### src/rtl/tick_rate_ctrl.sv
`default_nettype none
// ============================================================================
// Module   : tick_rate_ctrl
// Brief    : Run/stop tick generator whose period is reprogrammed through a
//            four-phase req/ack handshake. Changes take effect only at a
//            period boundary. Optional square-wave output: TICK_SQ_EN.
// Revision : 1.0
// ============================================================================
module tick_rate_ctrl #(
  parameter int CLK_HZ = 125_000_000,
  parameter int CNT_W  = 28
) (
  input  logic             clk_ht,
  input  logic             rst_n,
  input  logic             run,
  input  logic [CNT_W-1:0] cfg_div,
  input  logic             cfg_req,
  output logic             cfg_ack,
  output logic             cfg_err,
  output logic             tick,
`ifdef TICK_SQ_EN
  output logic             sq_out,
`endif
  output logic             busy
);

  typedef enum logic [1:0] {
    IDLE = 2'd0,
    RUN  = 2'd1,
    PEND = 2'd2
  } state_t;

  localparam logic [CNT_W-1:0] c_per_rst = CNT_W'(CLK_HZ);
  localparam logic [CNT_W-1:0] c_one     = CNT_W'(1);
  localparam logic [CNT_W-1:0] c_two     = CNT_W'(2);

  state_t           r_state, w_state_d;
  logic [CNT_W-1:0] r_cnt, w_cnt_d;
  logic [CNT_W-1:0] r_per, w_per_d;
  logic [CNT_W-1:0] r_pend, w_pend_d;
  logic             r_tick, w_tick_d;
  logic             r_ack, w_ack_d;
  logic             r_err, w_err_d;
  logic             w_wrap, w_accept, w_valid;

  assign w_wrap   = (r_cnt == (r_per - c_one));
  // PEND blocks new requests: only one period change may be in flight.
  assign w_accept = cfg_req && !r_ack && (r_state != PEND);
  assign w_valid  = (cfg_div >= c_two);

  always_comb begin
    w_state_d = r_state;
    w_cnt_d   = '0;
    w_tick_d  = 1'b0;
    w_per_d   = r_per;
    w_pend_d  = r_pend;
    w_ack_d   = r_ack;
    w_err_d   = r_err;

    if (r_ack && !cfg_req) begin
      w_ack_d = 1'b0;
    end

    case (r_state)
      IDLE: begin
        if (w_accept) begin
          w_ack_d = 1'b1;
          w_err_d = !w_valid;
          if (w_valid) begin
            w_per_d = cfg_div;
          end
        end
        if (run) begin
          w_state_d = RUN;
        end
      end
      RUN: begin
        if (!run) begin
          w_state_d = IDLE;
        end else begin
          if (w_wrap) begin
            w_tick_d = 1'b1;
          end else begin
            w_cnt_d = r_cnt + c_one;
          end
          if (w_accept) begin
            if (w_valid) begin
              w_pend_d  = cfg_div;
              w_state_d = PEND;
            end else begin
              w_ack_d = 1'b1;
              w_err_d = 1'b1;
            end
          end
        end
      end
      PEND: begin
        // Stopping while a change is pending still completes the handshake.
        if (!run) begin
          w_state_d = IDLE;
          w_per_d   = r_pend;
          w_ack_d   = 1'b1;
          w_err_d   = 1'b0;
        end else if (w_wrap) begin
          w_tick_d  = 1'b1;
          w_per_d   = r_pend;
          w_ack_d   = 1'b1;
          w_err_d   = 1'b0;
          w_state_d = RUN;
        end else begin
          w_cnt_d = r_cnt + c_one;
        end
      end
      default: begin
        w_state_d = IDLE;
      end
    endcase
  end

  always_ff @(posedge clk_ht or negedge rst_n) begin
    if (!rst_n) begin
      r_state <= IDLE;
      r_cnt   <= '0;
      r_per   <= c_per_rst;
      r_pend  <= c_per_rst;
      r_tick  <= 1'b0;
      r_ack   <= 1'b0;
      r_err   <= 1'b0;
    end else begin
      r_state <= w_state_d;
      r_cnt   <= w_cnt_d;
      r_per   <= w_per_d;
      r_pend  <= w_pend_d;
      r_tick  <= w_tick_d;
      r_ack   <= w_ack_d;
      r_err   <= w_err_d;
    end
  end

`ifdef TICK_SQ_EN
  logic r_sq;

  // Computed from next-state values so the wave is aligned with r_cnt.
  always_ff @(posedge clk_ht or negedge rst_n) begin
    if (!rst_n) begin
      r_sq <= 1'b0;
    end else begin
      r_sq <= (w_state_d != IDLE) && (w_cnt_d < (w_per_d >> 1));
    end
  end

  assign sq_out = r_sq;
`endif

  assign cfg_ack = r_ack;
  assign cfg_err = r_err;
  assign tick    = r_tick;
  assign busy    = (r_state != IDLE);

endmodule
`default_nettype wire

### config.mk
export PLATFORM = sky130hd
export DESIGN_NAME = tick_rate_ctrl
export DESIGN_NICKNAME = d
export VERILOG_FILES = /design/src/rtl/tick_rate_ctrl.sv
export SDC_FILE = /design/constraint.sdc
export NUM_CORES = 1
export LEC_CHECK = 0
export ABC_AREA = 1
export BUFFER_PORTS_ARGS = -buffer_cell sky130_fd_sc_hd__buf_2
export CELL_PAD_IN_SITES_DETAIL_PLACEMENT = 0
export CELL_PAD_IN_SITES_GLOBAL_PLACEMENT = 1
export CORE_MARGIN = 3
export CORE_UTILIZATION = 35
export DETAILED_ROUTE_END_ITERATION = 10
export PLACE_DENSITY = 0.69
export SETUP_SLACK_MARGIN = 0.3
export SYNTH_ARGS = -nofsm -noshare
export SYNTH_HDL_FRONTEND = slang
export SYNTH_SLANG_ARGS = --single-unit
### constraint.sdc
create_clock -name clk_ht -period 2.3 [get_ports clk_ht]
set_clock_uncertainty 0.05 [all_clocks]
set_input_delay 0.115 -clock clk_ht [delete_from_list [all_inputs] [get_ports clk_ht]]
set_output_delay 0.115 -clock clk_ht [all_outputs]
set_load 0.01 [all_outputs]
==> results.cfg, run 1 <==
[cells_and_area]
design_area_um2 = 7630
diodes = 0
areaGrowthSynthToFinish_pct = 28.5
nets = 998
utilization_pct = 46.0
multi_input_area_um2 = 3420
register_area_um2 = 2270
fill_cells = 1763
drive_above_1_share_pct = 24.6

[worst_setup_path]
crit_type = reg -> reg
cp-start-kind = flop
crit_end = cfg_ack
worst_path_largest_cell_delay_ps = 390
worst-path-stages = 18
worst-path-buf-inv = 3
cp-end-kind = flop
r2r-start = r_per[1]
r2r_cells = 18
critPathMaxFanout = 3
cp_data_required_time_ps = 2520
r2r-end = cfg_ack
path_cells = inv_2 -> ha_4 -> nor2_1 -> nor2_1 -> nand2_1 -> nor2_1 -> nand2_1 -> nor2_2 -> nand2_1 -> nor2_1 -> nand2_1 -> nor2_2 -> nand3_4 -> buf_4 -> buf_6 -> nand2_2 -> nand2_1 -> a21oi_2
cp.arrival_ps = 2570
crit_family = simple AND/OR/NAND/NOR gates
regToRegSetupSlack_ps = -50
slowest_stage = dfrtp_1
critPathLaunch = r_per[1]
crit_top_cell = nand2_1

[sta]
finalCritPeriodShare_pct = 102
grt_setup_unrepaired = true
fmax_ghz = 0.426
period_needed_ps = 2350
worst_slack_ps = -49.6
slew_headroom_pct = 58.1
drv_slew = 0
worst_pin_slew_ps = 628
setup_viol = 25
hold_viol = 0
holdWs_ps = 11.8

[clock_network]
clk_transition_reported_paths_ps = 70
cts_sinks = 89
cts_tree = yes
clock_path_buffers = 2
root_buffer = clkbuf_16
cts_buffers = 9
cts_htree_levels = 3
clock_latency_ps = 360

[synthesis]
ys_warn_count = 0
synth_edf_count = 0
ys_seq_elements = 89
syn_avg_cell_area_um2 = 6.98
syn_inst = 851
ys_types = 37
synth_area_um2 = 5940
synthArstFlopShare_pct = 100
synthFlopType = dfrtp_1
ys_seq_area_share_pct = 38.0
syn-num-nets = 890

[worst_hold_path]
hold_class = in -> reg
min_path_cells = 4

[global_route]
grt_pass1_vias = 5199
grt_start_max_net_pins = 57
grt_pass1_wl_um = 26400
antenna_found_initial = 0
grt.total_usage_pct = 18.1
grt.overflow.total = 0

[floorplan]
start_util_pct = 35.8
rows = 47
die_width_um = 136
core_area_um2 = 16600
chipHeight_um = 136
die_area_um2 = 18600
ioPinCount = 36

[drt]
avgRoutedWirePerCell_um = 13.9
dr.pass1.iters = 4
dr_total_vias = 5538
post-route-drc-count = 0
viasPerCell = 4.68
drtIter0Drc = 306
drtAntennaViolNets = 0
wirelength_um = 16500

[power]
p_clk_share_pct = 17.3
leakage_nw = 3.62
p_sw_share_pct = 42.1
p_comb_share_pct = 51.9
pwr_density_cell_nw_per_um2 = 1180
vdd_drop_max_uv = 651
sequentialPowerShare_pct = 30.8
p_int_mw = 5.21
p_switching_mw = 3.79

[place]
preCtsSetupSlack_ps = -256
place_congestion = 0.844
io_buffers = 35
hpwl_um = 12100
placed_cell_area_um2 = 6940

[flow_run]
drv_cap = 0

[status]
status = finished, violations left
violations = negative setup slack
==> cell usage after synthesis (2+ instances only) <==
master / n / area share (%)
nor2_1: 114 / 7.2
nand3_1: 29 / 2.4
ha_1: 7 / 1.5
o21bai_1: 3 / 0.38
nand2_4: 2 / 0.38
dfstp_2: 26 / 11
o21a_1: 26 / 3.3
clkbuf_1: 19 / 1.2
or2_2: 2 / 0.21
nor3b_1: 4 / 0.51
nand2_1: 261 / 16
buf_6: 2 / 0.38
buf_2: 7 / 0.59
nand4_1: 52 / 5.5
inv_1: 96 / 6.1
xnor2_1: 15 / 2.2
o21ai_0: 39 / 3.3
xor2_1: 26 / 3.8
a21oi_1: 12 / 1.0
nor2_2: 4 / 0.42
nand3b_1: 8 / 1.0
nor3_1: 13 / 1.1
a31oi_1: 2 / 0.21
dfrtp_1: 63 / 27
nand3_4: 2 / 0.59
nand2_2: 4 / 0.42
buf_1: 2 / 0.13
buf_4: 2 / 0.25
==> routing by layer <==
metal	part of all wire [%]	up-vias	wire [um]	track usage, %
li1	-	2931	-	-
met1	51	2533	8490	26.5
met2	44	60	7310	27.8
met3	3.1	14	519	3.85
met4	1.2	0	199	3.64
met5	0	-	0	0
==> timing repair <==
item                                    4_1_cts  5_1_grt
endpoints found under the setup margin       89       89
hold buffers                                  4        0
cloned                                        1        4
endpoints found under the hold margin        31        0
buffers inserted                              4        3
pin swaps                                     5       14
resized for setup                            30       29
==> sequential cells by signal, summed over array words and instances (netlist names) <==
signal / count
cfg_ack: 1
r_state: 2
r_per: 28
r_pend: 28
tick: 1
cfg_err: 1
r_cnt: 28
==> logic make-up after synthesis <==
logic type      count (synthesis)  share of synthesized area, %
simple gates                  500                          37.2
flops                          89                          38.0
compound gates                 85                          8.53
fa+ha+maj                       7                          1.47
xor+xnor                       41                          6.04
buf+inv                       129                          8.68
==> worst min-delay path by stage <==
stage | start | endpoint | slack (ps)
6_report | cfg_div[6] | r_pend[6] | 10
5_1_grt | cfg_div[18] | r_pend[18] | 40
4_1_cts | cfg_div[6] | r_pend[6] | 10
3_5_place_dp | rst_n | r_per[0] | 130
3_3_place_gp | rst_n | r_per[1] | 140
2_1_floorplan | rst_n | cfg_ack | -230
==> cells in the final DEF (no fill, tap or decap), drive strengths merged, types with 3 or more instances in the layout <==
cell type,instances
o21a,26
nand4,52
nor3,14
o21bai,3
a21oi,12
nand2,267
buf,121
nand3,31
dfstp,26
xor2,26
dfrtp,63
dlygate4sd3,4
xnor2,15
clkbuf,14
ha,7
o21ai,41
nand3b,8
nor2,121
inv,99
nor3b,4
==> power groups by stage <==
| stage | Clock, mW | Combinational, mW | Sequential (mW) |
|---|---|---|---|
| CTS | 1.59 | 4.42 | 2.77 |
| finish | 1.56 | 4.67 | 2.77 |
| floorplan | 0 | 2.87 | 2.66 |
| global route | 1.65 | 5.26 | 2.87 |
| detailed placement | 0 | 4.22 | 2.79 |
| global placement | 0 | 4.22 | 2.76 |
==> worst min-delay path, delay by kind of cell <==
family | cells | cell delay, ps
compound gates | 1 | 90
buf+inv | 2 | 160
simple gates | 1 | 50
==> through the flow <==
step | total power [mW] | TNS (ps) | cells
after floorplan | 5.53 | 0 | 851
after global placement | 6.99 | -6980 | 1152
after detailed placement | 7.01 | -5390 | 1152
after CTS | 8.78 | -684 | 1177
after global routing | 9.77 | -10760 | 1184
final | 8.99 | -449 | 1184
==> cell type report <==
class | instances | share of cell area, %
clock buffers | 11 | 3.05
clock inverters | 5 | 0.820
inverters | 97 | 4.77
multi-input cells | 634 | 44.8
flip-flops and latches | 89 | 29.7
well taps | 220 | 3.61
repair buffers | 128 | 13.2
Power figures use the tool's default switching activity.
==> run 2: changes to the inputs <==
--- a/config.mk
+++ b/config.mk
@@ -9,10 +9,11 @@
 export BUFFER_PORTS_ARGS = -buffer_cell sky130_fd_sc_hd__buf_2
 export CELL_PAD_IN_SITES_DETAIL_PLACEMENT = 0
 export CELL_PAD_IN_SITES_GLOBAL_PLACEMENT = 1
+export CORE_ASPECT_RATIO = 0.7
 export CORE_MARGIN = 3
 export CORE_UTILIZATION = 35
 export DETAILED_ROUTE_END_ITERATION = 10
-export PLACE_DENSITY = 0.69
+export PLACE_DENSITY = 0.66
 export SETUP_SLACK_MARGIN = 0.3
 export SYNTH_ARGS = -nofsm -noshare
 export SYNTH_HDL_FRONTEND = slang
==> constraint.sdc (replaced) <==
create_clock -name clk_ht -period 2.47 [get_ports clk_ht]
set_clock_uncertainty 0.05 [all_clocks]
set_input_delay 0.1235 -clock clk_ht [delete_from_list [all_inputs] [get_ports clk_ht]]
set_output_delay 0.1235 -clock clk_ht [all_outputs]
set_load 0.01 [all_outputs]
==> run 2 against run 1 <==
Effect of this change:
- routed wire length is 3.6% higher
- global-route usage up 0.55 points
- worst hold slack got worse by 11 ps
- die area increased by 0.14%
- the run still ends with negative setup slack left
==> results.cfg, run 2 (same netlist as run 1, synthesis figures left out) <==
[power]
p_switching_mw = 3.64
p_comb_share_pct = 52.4
sequentialPowerShare_pct = 30.5
p_sw_share_pct = 42.9
p_clk_share_pct = 17.1
leakage_nw = 3.57
p_int_mw = 4.85
pwr_density_cell_nw_per_um2 = 1120
vdd_drop_max_uv = 699

[floorplan]
chipHeight_um = 115
rows = 39
ioPinCount = 36
die_width_um = 162
die_area_um2 = 18600
start_util_pct = 36.0
core_area_um2 = 16500

[status]
status = finished, violations left
violations = negative setup slack

[sta]
finalCritPeriodShare_pct = 103
worst_pin_slew_ps = 536
period_needed_ps = 2530
hold_viol = 0
drv_slew = 0
slew_headroom_pct = 64.0
worst_slack_ps = -63.1
setup_viol = 23
fmax_ghz = 0.395
grt_setup_unrepaired = true
tns_ps = -756

[cells_and_area]
reg_top3 = r_cnt: 28 flops, r_pend: 28 flops, r_per: 28 flops
diodes = 0
register_area_um2 = 2260
areaGrowthSynthToFinish_pct = 27.7
fill_cells = 1695
nets = 974
mostFrequentLayoutCell = nand2_1
layout_common_cells = nand2_1, nor2_1, inv_1, dfrtp_1, nand4_1
drive_above_1_share_pct = 25.0
multi_input_area_um2 = 3480

[global_route]
grt.overflow.total = 0
antenna_found_initial = 0
grt_start_max_net_pins = 60
grt.total_usage_pct = 18.7
grt_pass1_wl_um = 27800
grt_pass1_vias = 5540

[clock_network]
root_buffer = clkbuf_16
cts_tree = yes
cts_sinks = 89
cts_buffers = 9
clk_transition_reported_paths_ps = 70
clock_path_buffers = 2
cts_htree_levels = 3
clock_latency_ps = 360

[drt]
drtAntennaViolNets = 0
post-route-drc-count = 0
drtIter0Drc = 378
avgRoutedWirePerCell_um = 14.7
viasPerCell = 4.87
dr_total_vias = 5672
wirelength_um = 17100
dr.pass1.iters = 4

[flow_run]
drv_cap = 0

[worst_setup_path]
cp.arrival_ps = 2730
cp-start-kind = flop
critPathMaxFanout = 7
cp-end-kind = flop
cp_data_required_time_ps = 2670
crit_type = reg -> reg

[worst_hold_path]
hold_class = in -> reg

[place]
preCtsSetupSlack_ps = -128
io_buffers = 35
place_congestion = 0.893
hpwl_um = 12500
run 2: cell types whose count changed in the layout (fill, tap and decap cells not counted), moves of 4 or more:
cell	change
nand2_1	-25
nor2_4	-5
nand2_2	+22
buf_4	-28
nand2_4	+4
dfrtp_1	+4
dfrtp_2	-4
run 2: cell type report:
type | instances | area share, %
Inverter | 97 | 4.80
Timing Repair Buffer | 105 | 11.8
Clock buffer | 11 | 3.20
Clock inverter | 5 | 0.792
Sequential cell | 89 | 29.8
Multi-Input combinational cell | 633 | 45.9
Tap cell | 225 | 3.71
run 2: worst max-delay path, cell delays in order (launching register included):
cell	delay [ps]
dfrtp_1	390
inv_2	90
ha_4	220
nand2_4	50
inv_2	30
nor2_2	80
nand2_1	70
nor2_1	120
nand2_2	90
nor2_4	150
nand2_2	80
nor2_2	110
nand2_2	80
nor2_4	130
nand3_4	90
nand2_4	110
nand3_4	150
clkbuf_16	220
nand2_1	60
nand2_1	50
run 2: worst paths after layout:
| path | end | cells past startpoint | start | slack [ps] |
|---|---|---|---|---|
| setup / recovery | r_per[1] | 19 | r_per[0] | -60 |
| hold / removal | r_cnt[26] | 3 | run | 1 |
| setup reg to reg | r_per[1] | 19 | r_per[0] | -60 |
| hold reg to reg | r_pend[10] | 1 | r_pend[10] | 440 |
| max in group asynchronous | r_pend[12] | 3 | rst_n | 1570 |
| min in group asynchronous | r_cnt[3] | 2 | rst_n | 170 |
run 2: stage by stage:
stage	hold WS, ps	cells	utilization [%]	cell area [um2]	power [mW]
after CTS	11.5	1153	43.8	7230	7.90
after global routing	22.2	1165	46.0	7590	9.23
after floorplan	-222	851	-	5950	5.02
after detailed placement	10.1	1123	40.5	6680	6.22
after global placement	9.40	1123	40.5	6680	6.15
final	1.19	1165	46.0	7590	8.50
run 2: repair_timing:
item,in CTS,in global routing
buffers inserted,10,6
cloned,0,6
endpoints found under the setup margin,61,89
resized for setup,34,58
hold endpoints to repair,37,0
pin swaps,14,16
hold buffers,4,0
run 2: layer usage:
layer,GRT usage (%),part of all wire (%),vias to the layer above
met5,0,0,-
met4,4.38,1.0,0
met3,3.10,2.8,11
met2,30.6,44,66
met1,26.2,52,2713
li1,-,-,2882
run 2: power by group through the flow:
stage / Clock (mW) / Sequential, mW / Combinational, mW
3_3_place_gp: 0 / 2.56 / 3.59
3_5_place_dp: 0 / 2.58 / 3.63
6_report: 1.45 / 2.59 / 4.45
5_1_grt: 1.57 / 2.68 / 4.99
2_1_floorplan: 0 / 2.46 / 2.57
4_1_cts: 1.50 / 2.57 / 3.83
